### src/rtl/uart_alu_ctrl.sv
// Sequencer between the UART rx/tx pair and the ALU: collects A, B, opcode, returns the result.
// Optional inter-byte frame timeout is enabled by defining UART_ALU_CTRL_TIMEOUT_EN.
module uart_alu_ctrl #(
   parameter int N_BITS_DATA    = 8,
   parameter int N_BITS_OP      = 6,
   parameter int N_BITS_STATE   = 5,
   parameter int TIMEOUT_CYCLES = 1000000,
   parameter int N_BITS_TIMEOUT = 20
) (
   input  logic                   clock,
   input  logic                   reset,
   input  logic                   rx_done_tick,
   input  logic [N_BITS_DATA-1:0] rx_data,
   input  logic                   tx_done_tick,
   input  logic [N_BITS_DATA-1:0] alu_result,
   output logic [N_BITS_DATA-1:0] alu_a,
   output logic [N_BITS_DATA-1:0] alu_b,
   output logic [N_BITS_OP-1:0]   alu_op,
   output logic                   tx_start,
   output logic [N_BITS_DATA-1:0] tx_data,
   output logic                   busy,
   output logic                   rx_overrun,
   output logic                   timeout
);

   typedef enum logic [N_BITS_STATE-1:0] {
      WAIT_A  = N_BITS_STATE'(5'b00001),
      WAIT_B  = N_BITS_STATE'(5'b00010),
      WAIT_OP = N_BITS_STATE'(5'b00100),
      EXEC    = N_BITS_STATE'(5'b01000),
      WAIT_TX = N_BITS_STATE'(5'b10000)
   } state_t;

   if ((64'd1 << N_BITS_TIMEOUT) < 64'(TIMEOUT_CYCLES)) begin : g_tmo_width_check
      $error("N_BITS_TIMEOUT too narrow for TIMEOUT_CYCLES");
   end

   state_t                 state_q, state_d;
   logic [N_BITS_DATA-1:0] alu_a_q, alu_a_d;
   logic [N_BITS_DATA-1:0] alu_b_q, alu_b_d;
   logic [N_BITS_OP-1:0]   alu_op_q, alu_op_d;
   logic [N_BITS_DATA-1:0] tx_data_q, tx_data_d;
   logic                   tx_start_q, tx_start_d;
   logic                   busy_q, busy_d;
   logic                   rx_overrun_q, rx_overrun_d;
   logic                   tmo_hit;

`ifdef UART_ALU_CTRL_TIMEOUT_EN
   logic [N_BITS_TIMEOUT-1:0] tmo_cnt_q, tmo_cnt_d;
   logic                      timeout_q, timeout_d;
   logic                      in_gap;

   // A byte arriving on the expiry cycle wins, so expiry is qualified by !rx_done_tick.
   always_comb begin
      in_gap    = (state_q == WAIT_B) || (state_q == WAIT_OP);
      tmo_hit   = in_gap && !rx_done_tick &&
                  (tmo_cnt_q == N_BITS_TIMEOUT'(TIMEOUT_CYCLES - 1));
      timeout_d = tmo_hit;
      tmo_cnt_d = '0;
      if (in_gap && !rx_done_tick && !tmo_hit) begin
         tmo_cnt_d = tmo_cnt_q + N_BITS_TIMEOUT'(1);
      end
   end

   always_ff @(posedge clock) begin
      if (!reset) begin
         tmo_cnt_q <= '0;
         timeout_q <= 1'b0;
      end else begin
         tmo_cnt_q <= tmo_cnt_d;
         timeout_q <= timeout_d;
      end
   end

   assign timeout = timeout_q;
`else
   assign tmo_hit = 1'b0;
   assign timeout = 1'b0;
`endif

   always_comb begin
      state_d      = state_q;
      alu_a_d      = alu_a_q;
      alu_b_d      = alu_b_q;
      alu_op_d     = alu_op_q;
      tx_data_d    = tx_data_q;
      tx_start_d   = 1'b0;
      rx_overrun_d = 1'b0;
      case (state_q)
         WAIT_A: begin
            if (rx_done_tick) begin
               alu_a_d = rx_data;
               state_d = WAIT_B;
            end
         end
         WAIT_B: begin
            if (rx_done_tick) begin
               alu_b_d = rx_data;
               state_d = WAIT_OP;
            end else if (tmo_hit) begin
               state_d = WAIT_A;
            end
         end
         WAIT_OP: begin
            if (rx_done_tick) begin
               alu_op_d = rx_data[N_BITS_OP-1:0];
               state_d  = EXEC;
            end else if (tmo_hit) begin
               state_d = WAIT_A;
            end
         end
         // alu_op has been stable for a full period here, so alu_result is settled.
         EXEC: begin
            tx_data_d    = alu_result;
            tx_start_d   = 1'b1;
            state_d      = WAIT_TX;
            rx_overrun_d = rx_done_tick;
         end
         WAIT_TX: begin
            rx_overrun_d = rx_done_tick;
            if (tx_done_tick) begin
               state_d = WAIT_A;
            end
         end
         default: state_d = WAIT_A;
      endcase
      busy_d = (state_d == EXEC) || (state_d == WAIT_TX);
   end

   always_ff @(posedge clock) begin
      if (!reset) begin
         state_q      <= WAIT_A;
         alu_a_q      <= '0;
         alu_b_q      <= '0;
         alu_op_q     <= '0;
         tx_data_q    <= '0;
         tx_start_q   <= 1'b0;
         busy_q       <= 1'b0;
         rx_overrun_q <= 1'b0;
      end else begin
         state_q      <= state_d;
         alu_a_q      <= alu_a_d;
         alu_b_q      <= alu_b_d;
         alu_op_q     <= alu_op_d;
         tx_data_q    <= tx_data_d;
         tx_start_q   <= tx_start_d;
         busy_q       <= busy_d;
         rx_overrun_q <= rx_overrun_d;
      end
   end

   assign alu_a      = alu_a_q;
   assign alu_b      = alu_b_q;
   assign alu_op     = alu_op_q;
   assign tx_data    = tx_data_q;
   assign tx_start   = tx_start_q;
   assign busy       = busy_q;
   assign rx_overrun = rx_overrun_q;

endmodule

### config.mk
export PLATFORM = sky130hd
export DESIGN_NAME = uart_alu_ctrl
export DESIGN_NICKNAME = d
export VERILOG_FILES = /design/src/rtl/uart_alu_ctrl.sv
export SDC_FILE = /design/constraint.sdc
export NUM_CORES = 1
export LEC_CHECK = 0
export ABC_AREA = 1
export BUFFER_PORTS_ARGS = -buffer_cell sky130_fd_sc_hd__clkbuf_2
export CORE_AREA = 5 5 77 93
export DETAILED_ROUTE_END_ITERATION = 16
export DIE_AREA = 0 0 82 98
export PLACE_DENSITY = 0.44
export SETUP_SLACK_MARGIN = 0.15
export SYNTH_ARGS = -nofsm -noshare
export SYNTH_HDL_FRONTEND = slang
export SYNTH_SLANG_ARGS = --single-unit
### constraint.sdc
create_clock -name clock -period 1.4 [get_ports clock]
set_clock_uncertainty 0.15 [all_clocks]
set_input_delay 0.07 -clock clock [delete_from_list [all_inputs] [get_ports clock]]
set_output_delay 0.07 -clock clock [all_outputs]
set_load 0.02 [all_outputs]
==> key figures <==
Worst hold path
  – Hold Path Origin: reset
  – Hold Path Class: in2reg
  – Hold path cells: 4
  – Hold EP: busy$_SDFF_PN0_

Final layout
  – Final std cells w/o fill: around 360
  – Storage element area: 774 um2
  – Diode count: 0
  – Synthesis-to-finish area growth: 59.2%
  – Share of cells above drive strength 1: 42.4%
  – Final nets: 290
  – Post-layout util: a little under two fifths
  – Fill cells: about 700
  – Area of the multi-input gates: 729 um2

Route
  – Metal3 WL: 261 um
  – WL met1: 2100 um
  – Max Used Layer: met4
  – Vias per inst: 4.40
  – Detail Route Antenna Nets: 0
  – Starting DRT DRC Count: 45
  – Avg WL per Cell: 13.3 um
  – Final WL: 4740 um
  – DR WL met2: 2340 um
  – DR vias: 1,566
  – DRC: 0
  – 1st-pass router iterations: 4

STA
  – Fmax: 738 MHz
  – RSZ-0062 raised after global routing: yes
  – Worst hold slack: 0.00896 ns
  – Period utilisation layout: 96.8%
  – Slew Viols, Final: 0
  – Hold Vio Cnt, Final: 0
  – Slew Limit Headroom: ~63%
  – Worst slew pin tran: 0.556 ns
  – Period minus WS final: 1.36 ns
  – Final Setup Violations: 0

Worst setup path
  – Reg-to-Reg End: alu_b[1]$_SDFFE_PN0P_
  – Startpoint types: flop
  – Crit path buf inv count: 3
  – Worst R2R Path Depth: 6
  – Worst path required time: 1.47 ns
  – Critical path depth in cells: 6
  – Worst flop-to-flop path startpoint: state_q[1]$_SDFF_PN0_
  – CP max stage delay: about 0.40 ns
  – Crit-path cells: inv_4 > nor3_4 > buf_12 > buf_4 > nand4_1 > a21oi_1
  – Flop2flop setup slack: 0.04 ns
  – Setup Crit Path Kind: reg2reg
  – Crit Path Max Fanout: 4
  – Worst Path Arrival: 1.43 ns
  – CP max stage cell: dfxtp_4
  – Endpoint class of the critical path: flop
  – Top delay family on crit path: flip-flops

Synth
  – Seq/Total Area, Yosys: between 50% and 60%
  – Prevailing post-synth register cell: dfxtp_1
  – Synthesized area: approximately 0.0015 mm2
  – Cells after Synth: 184
  – EDFF count, synth: 0
  – #FFs+latches synth: 38
  – Syn avg cell area: between 8 and 9 um2
  – Synth Net Count: 204
  – Yosys warnings: 0
  – Cell variety after synth: 22
  – Fraction of registers with async set or reset after synthesis: 0%

Placed design
  – HPWL after detailed placement: 3060 um
  – Placed Cells incl. Taps: between 300 and 400
  – GP Congestion: 0.781
  – I/O Buffers: 52

GRT
  – Vias in the first global route: about 1,600
  – Initial antenna violation count: 0
  – First-pass GRT wire length: 7410 um
  – Largest net degree at the start of global routing: 29
  – GRT Util Overall: 12.0%
  – GRT overflow: 0

Floorplanning
  – Total core area: roughly 0.0062 mm2
  – I/O pin cnt: between 50 and 60
  – Initial Util: a little under a quarter
  – Die outline height: 98 um
  – Die area: 0.00804 mm2
  – Die W: 82 um
  – Rows: 32

Power
  – Sw Ratio: 26.8%
  – Gate power share: 15.3%
  – Psw: 0.608 mW
  – Peak supply drop: between 0.4 and 0.5 mV
  – Internal power: 1.66 mW
  – LEAKAGE: approximately 1 nW
  – Clock power frac: 34.5%
  – Reg power frac: ~50%
  – Pwr/cell area: around 970 mW/mm2

Outcome
  – Status: finished clean

Clock tree
  – Reg clk slew, reported paths: approximately 0.07 ns
  – Cts bufs inserted: 5
  – CTS tree: done
  – CTS root buffer: clkbuf_8
  – Worst skew pair latency: 0.29 ns
  – H-tree lvl count: 2
  – CTS sink cnt: 38
  – Clock Tree Buf Depth: 2

Flow run
  – Max-Cap Viols: 0
==> cell usage after synthesis, types with 2 or more instances <==
library cell  instances  share of area (%)
dfxtp_1              38                 52
nand2_1              37                9.4
nor2_1               25                6.4
a21oi_1              24                8.1
nand3_1              13                4.4
nand4_1              10                4.2
o21ai_0               8                2.7
inv_1                 6                1.5
buf_2                 4                1.4
inv_2                 4                1.0
clkbuf_1              3               0.76
nor2_4                2                1.5
==> tightest hold or removal path: stages <==
cell and delay, ns:
clkbuf_2 0.10, buf_4 0.15, nand2_1 0.06, inv_1 0.04
==> power groups by stage <==
stage | Sequential, mW | Clock [mW] | Combinational [mW]
2_1_floorplan | 1.18 | 0 | 0.130
3_3_place_gp | 1.16 | 0 | 0.250
3_5_place_dp | 1.16 | 0 | 0.249
4_1_cts | 1.14 | 0.824 | 0.301
5_1_grt | 1.14 | 0.878 | 0.379
6_report | 1.14 | 0.782 | 0.346
==> final cells by class <==
type | count | area share (%)
clock inverters | 1 | 0.213
inverters | 11 | 2.24
well taps | 85 | 4.53
repair buffers | 85 | 25.2
flip-flops and latches | 38 | 33.0
multi-input cells | 129 | 31.1
clock buffers | 7 | 3.68
==> cell families after synthesis <==
logic type             synth area share (%)
and+or+nand+nor                        30.9
DFF                                    51.6
AOI/OAI and AO/OA                      11.5
buffers and inverters                  5.77
other                                 0.254
==> registers in the layout, summed over array words and instances, names as in the netlist <==
signal and cells:
alu_a 8, alu_b 8, alu_op 6, busy 1, rx_overrun 1, state_q 5
tx_data 8, tx_start 1
==> repair_timing <==
action                                  in CTS  in global routing
buffers inserted                             2                  4
pin swaps                                   12                 18
hold buffers                                17                  1
cloned                                       2                  0
endpoints found under the setup margin      35                 35
gates resized for setup                     13                 28
hold endpoints to repair                    31                  1
==> cells in the final DEF (no fill, tap or decap) <==
cell type | netlist | layout
a21oi_1 | 24 | 22
a21oi_2 | 1 | 3
buf_12 | 0 | 1
buf_4 | 1 | 8
buf_6 | 0 | 5
buf_8 | 0 | 1
clkbuf_1 | 3 | 1
clkbuf_2 | 0 | 52
clkbuf_8 | 0 | 6
clkinv_2 | 0 | 1
clkinv_4 | 1 | 1
clkinvlp_4 | 0 | 1
conb_1 | 1 | 1
dfxtp_1 | 38 | 33
dfxtp_2 | 0 | 2
dfxtp_4 | 0 | 3
dlygate4sd3_1 | 0 | 18
inv_1 | 6 | 3
inv_2 | 4 | 5
inv_4 | 0 | 1
nand2_1 | 37 | 32
nand2_2 | 1 | 5
nand2_4 | 0 | 1
nand3_1 | 13 | 10
nand3_2 | 0 | 3
nand3_4 | 1 | 2
nand4_1 | 10 | 10
nand4_4 | 1 | 1
nor2_1 | 25 | 18
nor2_2 | 1 | 6
nor2_4 | 2 | 5
nor3_2 | 0 | 1
nor3_4 | 1 | 1
o21ai_0 | 8 | 8
==> layer usage <==
metal | up-vias | track usage (%)
met3 | 5 | 3.78
li1 | 787 | -
met2 | 50 | 20.5
met1 | 724 | 13.4
met4 | 0 | 4.60
met5 | - | 0
==> worst max path at each step <==
stage | start | to
global placement | state_q[0]$_SDFF_PN1_ | tx_data[4]$_SDFFE_PN0N_
global route | state_q[1]$_SDFF_PN0_ | alu_b[5]$_SDFFE_PN0P_
finish | state_q[1]$_SDFF_PN0_ | alu_b[1]$_SDFFE_PN0P_
detailed placement | state_q[0]$_SDFF_PN1_ | tx_data[7]$_SDFFE_PN0N_
floorplan | state_q[1]$_SDFF_PN0_ | alu_b[7]$_SDFFE_PN0P_
CTS | state_q[4]$_SDFF_PN0_ | alu_b[1]$_SDFFE_PN0P_
==> through the flow <==
step	TNS [ns]	power, mW	cell area, um2	setup slack [ns]
2_1_floorplan	0	1.31	1490	0.112
3_5_place_dp	-0.0989	1.41	1880	-0.0212
3_3_place_gp	0	1.41	1880	0.0101
4_1_cts	0	2.26	2210	0.0180
6_report	0	2.27	2350	0.0449
5_1_grt	-0.0743	2.40	2350	-0.0208
(Power assumes the default switching activity.)
